`src/rtl/switch_pkg.sv`:
```
// Shared types and constants for the push-button conditioner: debounce FSM
// state encoding, per-channel output bundle and counter sizing.
package switch_pkg;

    typedef enum logic [1:0] {
        STABLE_LOW  = 2'd0,
        WAIT_HIGH   = 2'd1,
        STABLE_HIGH = 2'd2,
        WAIT_LOW    = 2'd3
    } deb_state_t;

    localparam int DEBOUNCE_LIMIT_DEF = 250000;  // 10 ms at 25 MHz

    typedef struct packed {
        logic level;
        logic press;
        logic rel;
        logic toggle;
    } sw_out_t;

    // Counter only has to reach DEBOUNCE_LIMIT-1; keep at least one bit.
    function automatic int cnt_width(input int limit);
        return (limit <= 2) ? 1 : $clog2(limit);
    endfunction

endpackage

```
`src/rtl/switch_debounce_channel.sv`:
```
// One switch channel: synchroniser, four-state debounce FSM with stability
// counter, and registered press/release pulses plus push-to-toggle state.
module switch_debounce_channel
    import switch_pkg::*;
#(
    parameter int DEBOUNCE_LIMIT = DEBOUNCE_LIMIT_DEF,
    parameter int SYNC_STAGES    = 2
) (
    input  logic    i_Clk,
    input  logic    i_Reset,
    input  logic    i_Switch,
    output sw_out_t o_Out
);

    localparam int              CW       = cnt_width(DEBOUNCE_LIMIT);
    localparam logic [CW-1:0]   CNT_LAST = CW'(DEBOUNCE_LIMIT - 1);
    localparam logic [CW-1:0]   CNT_ONE  = CW'(1);

    logic [SYNC_STAGES-1:0] sync_pipe;
    logic                   sync;

    deb_state_t    state_q, state_d;
    logic [CW-1:0] cnt_q, cnt_d;
    sw_out_t       out_q, out_d;

    assign sync  = sync_pipe[SYNC_STAGES-1];
    assign o_Out = out_q;

    always_ff @(posedge i_Clk) begin
        if (i_Reset) begin
            sync_pipe <= '0;
            state_q   <= STABLE_LOW;
            cnt_q     <= '0;
            out_q     <= '0;
        end else begin
            sync_pipe <= {sync_pipe[SYNC_STAGES-2:0], i_Switch};
            state_q   <= state_d;
            cnt_q     <= cnt_d;
            out_q     <= out_d;
        end
    end

    // Pulses default low so they can only last the single committing cycle.
    always_comb begin
        state_d      = state_q;
        cnt_d        = cnt_q;
        out_d        = out_q;
        out_d.press  = 1'b0;
        out_d.rel    = 1'b0;
        case (state_q)
            STABLE_LOW: begin
                if (sync) begin
                    state_d = WAIT_HIGH;
                    cnt_d   = CNT_ONE;
                end else begin
                    cnt_d   = '0;
                end
            end
            WAIT_HIGH: begin
                if (!sync) begin
                    state_d = STABLE_LOW;
                    cnt_d   = '0;
                end else if (cnt_q == CNT_LAST) begin
                    state_d      = STABLE_HIGH;
                    cnt_d        = '0;
                    out_d.level  = 1'b1;
                    out_d.press  = 1'b1;
                    out_d.toggle = ~out_q.toggle;
                end else begin
                    cnt_d   = cnt_q + CNT_ONE;
                end
            end
            STABLE_HIGH: begin
                if (!sync) begin
                    state_d = WAIT_LOW;
                    cnt_d   = CNT_ONE;
                end else begin
                    cnt_d   = '0;
                end
            end
            WAIT_LOW: begin
                if (sync) begin
                    state_d = STABLE_HIGH;
                    cnt_d   = '0;
                end else if (cnt_q == CNT_LAST) begin
                    state_d     = STABLE_LOW;
                    cnt_d       = '0;
                    out_d.level = 1'b0;
                    out_d.rel   = 1'b1;
                end else begin
                    cnt_d   = cnt_q + CNT_ONE;
                end
            end
            default: begin
                state_d = STABLE_LOW;
                cnt_d   = '0;
            end
        endcase
    end

endmodule

```
`src/rtl/switch_conditioner.sv`:
```
// Multi-channel push-button front end: one independent debounce channel per
// raw switch pin, outputs regrouped into per-function vectors.
module switch_conditioner
    import switch_pkg::*;
#(
    parameter int NUM_SW         = 4,
    parameter int DEBOUNCE_LIMIT = DEBOUNCE_LIMIT_DEF,
    parameter int SYNC_STAGES    = 2
) (
    input  logic              i_Clk,
    input  logic              i_Reset,
    input  logic [NUM_SW-1:0] i_Switch,
    output logic [NUM_SW-1:0] o_Switch,
    output logic [NUM_SW-1:0] o_Press,
    output logic [NUM_SW-1:0] o_Release,
    output logic [NUM_SW-1:0] o_Toggle
);

    sw_out_t ch_out [NUM_SW];

    for (genvar i = 0; i < NUM_SW; i++) begin : g_ch
        switch_debounce_channel #(
            .DEBOUNCE_LIMIT (DEBOUNCE_LIMIT),
            .SYNC_STAGES    (SYNC_STAGES)
        ) u_ch (
            .i_Clk    (i_Clk),
            .i_Reset  (i_Reset),
            .i_Switch (i_Switch[i]),
            .o_Out    (ch_out[i])
        );

        assign o_Switch[i]  = ch_out[i].level;
        assign o_Press[i]   = ch_out[i].press;
        assign o_Release[i] = ch_out[i].rel;
        assign o_Toggle[i]  = ch_out[i].toggle;
    end

endmodule

```
`config.mk`:
```
export PLATFORM = sky130hd
export DESIGN_NAME = switch_conditioner
export DESIGN_NICKNAME = d
export VERILOG_FILES = /design/src/rtl/switch_pkg.sv /design/src/rtl/switch_debounce_channel.sv /design/src/rtl/switch_conditioner.sv
export SDC_FILE = /design/constraint.sdc
export NUM_CORES = 1
export LEC_CHECK = 0
export BUFFER_PORTS_ARGS = -buffer_cell sky130_fd_sc_hd__buf_4
export CAP_MARGIN = 5
export CORE_AREA = 3 3 138 140
export DETAILED_ROUTE_END_ITERATION = 8
export DIE_AREA = 0 0 141 143
export GPL_TIMING_DRIVEN = 0
export PLACE_DENSITY = 0.48
export SYNTH_ARGS = -nofsm -noshare
export SYNTH_HDL_FRONTEND = slang
export SYNTH_SLANG_ARGS = --single-unit
```
`constraint.sdc`:
```
create_clock -name i_Clk -period 3.1 [get_ports i_Clk]
set_input_delay 0.155 -clock i_Clk [delete_from_list [all_inputs] [get_ports i_Clk]]
set_output_delay 0.155 -clock i_Clk [all_outputs]
set_load 0.02 [all_outputs]
```
# Yosys cells after proc, flatten, opt, wreduce, memory -nomap -nowiden
# Cells that the tools add are included.
dict set report op_classes {
  n_addsub 4
  eq_ne 48
  n_mux 76
  bitwise 16
  reduce_logical 28
}
# cell n
set op_table {}
lappend op_table {{$pmux 18 s4} 4}
lappend op_table {{$mux 18} 12}
lappend op_table {{$add 18x1->18 const B} 4}
lappend op_table {{$eq 18x18->1 const B} 4}
lappend op_table {{$mux 2} 32}
lappend op_table {{$ne 2x1->1 const B} 16}
lappend op_table {{$pmux 2 s4} 4}
lappend op_table {{$reduce_or 3->1} 8}
lappend op_table {{$mux 1} 20}
lappend op_table {{$reduce_and 5->1} 4}
lappend op_table {{$eq 2x2->1 const B} 8}
lappend op_table {{$ne 2x2->1 const B} 8}
lappend op_table {{$not 1->1} 16}
lappend op_table {{$reduce_and 4->1} 4}
lappend op_table {{$ne 3x1->1 const B} 4}
lappend op_table {{$ne 3x3->1 const B} 4}
lappend op_table {{$reduce_and 3->1} 4}
lappend op_table {{$eq 2x1->1 const B} 4}
lappend op_table {{$logic_not 2->1} 4}
lappend op_table {{$pmux 1 s2} 4}
lappend op_table {{$reduce_bool 2->1} 4}
dict set report totals {
  register_bits 104
  out_inout_bits 16
  wordCells 200
}

# Depth between registers and ports, before layout
dict set report depth {
  ltp_word 4
  ltp_mapped 8
  depth_no_buf 5
}

# Cells and area by module
# From an unflattened synthesis, not the netlist that was laid out.
dict set report hier_totals {
  hier_cells 489
  hier_area_um2 4433.0
}
# module n_inst cells_each area_each_um2
set modules_own_cells {}
lappend modules_own_cells {{switch_debounce_channel (g_ch[0].u_ch ...)} 3 122 1113.6}
lappend modules_own_cells {{switch_debounce_channel (g_ch[3].u_ch)} 1 123 1092.3}

# Least setup slack after synthesis
# No wires, ideal clock.
dict set report synth_timing {
  path_kind {reg2reg}
  start {register g_ch[1].u_ch.cnt_q[0]}
  end {register g_ch[1].u_ch.cnt_q[14]}
  setup_time_ns 0.128
  t_arrival_ns 1.827
  slack_ns 1.146
  stages_incl_launch_ff 9
  cell_sequence {dfxtp_1 ha_1 and4_1 clkbuf_1 and4b_1 a211o_1 clkbuf_1 clkbuf_1 nor2_1}
}
dict set report synth_between {
  elab_chain_cells 4
}
# item line_no
set synth_rtl {}
lappend synth_rtl {{start: declaration} switch_debounce_channel.sv:23} ;# logic [CW-1:0] cnt_q, cnt_d;
lappend synth_rtl {{start signal: assignment} switch_debounce_channel.sv:38} ;# cnt_q <= cnt_d;
lappend synth_rtl {{$add 18x1->18 / $eq 18x18->1 (equally long branches)} --}
lappend synth_rtl {{$mux 18 (*)} {switch_debounce_channel.sv:63, switch_debounce_channel.sv:85}}
lappend synth_rtl {{$mux 18 (on tied branches)} {switch_debounce_channel.sv:82, switch_debounce_channel.sv:60}}
lappend synth_rtl {{$pmux 18 s4 (*)} switch_debounce_channel.sv:50} ;# case (state_q)
# Every way passes the cells marked *; elsewhere a longest branch is shown, timed or not.
# A chain may end at the register's enable or synchronous reset.

# Worst setup path in the final report
# Ends and elaborated chain as after synthesis.

==> reports/summary.txt <==
Status - complete, no violations
Worst clock skew - 0.00643 ns
Initial antenna violation count - 0
DRT iter0 DRCs - 236
Synth top area share - 46.8%
DRC - 0
Post-Syn Nets - 513
Largest net degree at the start of global routing - 16
Chip width - 141 um
Worst setup EP type - flop
DP Cell Count - 753
Std-Cell Rows - 49
DR vias/cell - 4.70
Hold Vio Cnt, Final - 0
Unrepaired setup endpoints after global routing - no
CP Launch Type - flop
Cts hold-fix bufs - 0
Initial Util - 24.8%
Tmin final - 2.38 ns
Mean routed wirelength per cell - 12.5 um
Ports - 22
Worst-path clk slew - 0.07 ns
Sequential cell area fraction in the yosys report - 46.8%
Maxcap violations - 0
Synth Flop Type - dfxtp_1
Slew Viols, Final - 0
Layout cells sized above 1 - 7.79%
First-pass GRT wire length - 16500 um
R2r worst-path depth - 8
# diodes - 0
Synth-to-Final Area Change - 16.5%
Hold path cells - 2
Crit path top cell by count - clkbuf_1
Most frequent cell after synthesis - dfxtp_1
Post-CTS Setup Bufs - 0
Post-cts sizing count - 0
RR Startpoint - g_ch[1].u_ch.cnt_q[0]$_SDFF_PP0_
Vias in the first global route - 3486
Slowest stage delay, CP - 0.40 ns
Startpoint of the worst hold path - i_Switch[0]
HP Class - in2reg
Yosys top cell by area - dfxtp_1
Top post-synthesis cells by area - dfxtp_1 47%, xor2_1 5.5%, nor2_1 5.5%
Crit path max fanout - 10
CTS tree - yes
Clock Path Buffers - 2
FFs w/ async S/R, synth - 0%
Mean Syn Cell Area - 8.85 sq um
Hold endpoint - g_ch[0].u_ch.sync_pipe[0]$_SDFF_PP0_
#FFs+latches synth - 104
Crit path max-delay cell type - clkbuf_1
Worst-Margin Slew - 0.554 ns
R2R Setup Slk - 0.72 ns
CP Cell Sequence - ha_1 -> and4_1 -> clkbuf_1 -> and4b_1 -> a211o_1 -> clkbuf_1 -> clkbuf_1 -> nor2_1
Synth warn - 0
Fillers - 1918
Cells after synthesis - 503
Via count - 3612
Fin cells - 768
Relative slew slack - 63.1%
Die height - 143 um
Detailed Routing Iterations Pass 1 - 4
CP required - 3.32 ns
Synth cell types - 41
Number of flops mapped to enable cells by yosys - 0
Final wirelength - 9580 um
Standby leakage power - 1.58 nW
IO buf count - 21
Final setup vio count - 0
Die area - 0.0202 sq mm
Clk root buf - clkbuf_16
Area of the core - 0.0180 sq mm
PwrDens - 486 mW/mm^2
R2r endpoint - g_ch[1].u_ch.cnt_q[14]$_SDFF_PP0_
Total global-route track usage - 9.87%
Total gr overflow - 0
Final #Nets - 545
CTS Buf Count - 9
Final worst-path cycle share - 76.9%
Post-route ant nets - 0
Dpl hpwl - 6980 um
Maximum vdd drop - 0.253 mV
Clock sink count - 104
Worst skew pair latency - 0.34 ns
Most frequent cells after synthesis - 104 x dfxtp_1, 65 x nor2_1, 30 x nand3_1
Routability cong. - 0.799
Hold WS - 0.0224 ns
Final TNS setup - 0 ns
H-tree depth - 3
Post-Syn Area - 0.00445 sq mm
Fmax achieved - 0.419 GHz
CP Class - reg2reg
CP arrival - 2.60 ns
==> per-stage QoR <==
stage               power [W]  area, sq um  utilization, %  worst slack (ns)
finish                0.00252         5190            28.9             0.716
global route          0.00261         5190            28.9             0.472
detailed placement    0.00144         4900            27.3             0.693
CTS                   0.00256         5190            28.9             0.676
global placement      0.00144         4900            27.3             0.713
floorplan             0.00141         4450               -              1.15
==> power breakdown <==
group	switching (W)	total [W]	internal, W
clock	0.000485	0.00112	0.000632
sequential	0.00000957	0.00136	0.00135
combinational	0.0000282	0.0000492	0.0000210
==> cell type report <==
type	instances	area, sq um	share of cell area [%]
Clock inverter	1	8.76	0.169
Buffer	17	67.6	1.30
Multi-Input combinational cell	366	2240	43.2
Clock buffer	14	284	5.47
Tap cell	229	287	5.52
Inverter	16	60.1	1.16
Timing Repair Buffer	21	158	3.04
Sequential cell	104	2080	40.1
==> state kept, by name, summed over array words and instances (netlist names), named ones only <==
signal               cells
g_ch.u_ch.cnt_q         72
g_ch.u_ch.o_Out         16
g_ch.u_ch.sync_pipe      8
g_ch.u_ch.state_q        4
==> logic make-up after synthesis <==
logic type                 Yosys count  synth area share (%)
and+or+nand+nor                    240                  29.4
buffers and inverters               33                  2.87
adders and majority gates            4                  1.12
DFF                                104                  46.8
AOI/OAI and AO/OA                   70                  9.67
xor gates and xnor gates            52                  10.2
==> critical path: cells and delay by family, from the launching register on <==
| family | cells | cell delay [ns] |
|---|---|---|
| flops | 1 | 0.39 |
| fa+ha+maj | 1 | 0.23 |
| simple gates | 3 | 0.57 |
| compound gates | 1 | 0.12 |
| buf+inv | 3 | 0.95 |
==> worst max-delay path by stage <==
| stage | from | end | slack (ns) | depth (start not counted) |
|---|---|---|---|---|
| 4_1_cts | g_ch[1].u_ch.cnt_q[0]$_SDFF_PP0_ | g_ch[1].u_ch.cnt_q[14]$_SDFF_PP0_ | 0.68 | 8 |
| 6_report | g_ch[1].u_ch.cnt_q[0]$_SDFF_PP0_ | g_ch[1].u_ch.cnt_q[14]$_SDFF_PP0_ | 0.72 | 8 |
| 3_5_place_dp | g_ch[1].u_ch.cnt_q[0]$_SDFF_PP0_ | g_ch[1].u_ch.cnt_q[6]$_SDFF_PP0_ | 0.69 | 8 |
| 3_3_place_gp | g_ch[1].u_ch.cnt_q[0]$_SDFF_PP0_ | g_ch[1].u_ch.cnt_q[8]$_SDFF_PP0_ | 0.71 | 8 |
| 5_1_grt | g_ch[1].u_ch.cnt_q[0]$_SDFF_PP0_ | g_ch[1].u_ch.cnt_q[6]$_SDFF_PP0_ | 0.47 | 8 |
| 2_1_floorplan | g_ch[1].u_ch.cnt_q[0]$_SDFF_PP0_ | g_ch[1].u_ch.cnt_q[14]$_SDFF_PP0_ | 1.15 | 8 |
==> cell usage in the layout (no fill, tap or decap), drive strengths merged, types with 14 or more instances in the layout <==
| cell | instances |
|---|---|
| a21oi | 22 |
| buf | 24 |
| clkbuf | 28 |
| dfxtp | 104 |
| inv | 17 |
| nand2 | 24 |
| nand3 | 30 |
| nand4 | 20 |
| nor2 | 65 |
| o21ai | 19 |
| or4 | 14 |
| xnor2 | 24 |
| xor2 | 28 |
==> metal layers <==
layer  share of wire, %  global-route usage [%]  up-vias
li1                   -                       -     1865
met5                  0                       0        -
met1                 48                    12.5     1703
met2                 47                    16.3       34
met4                1.7                    3.72        0
met3                3.4                    2.41       10
(Power assumes the default switching activity.)
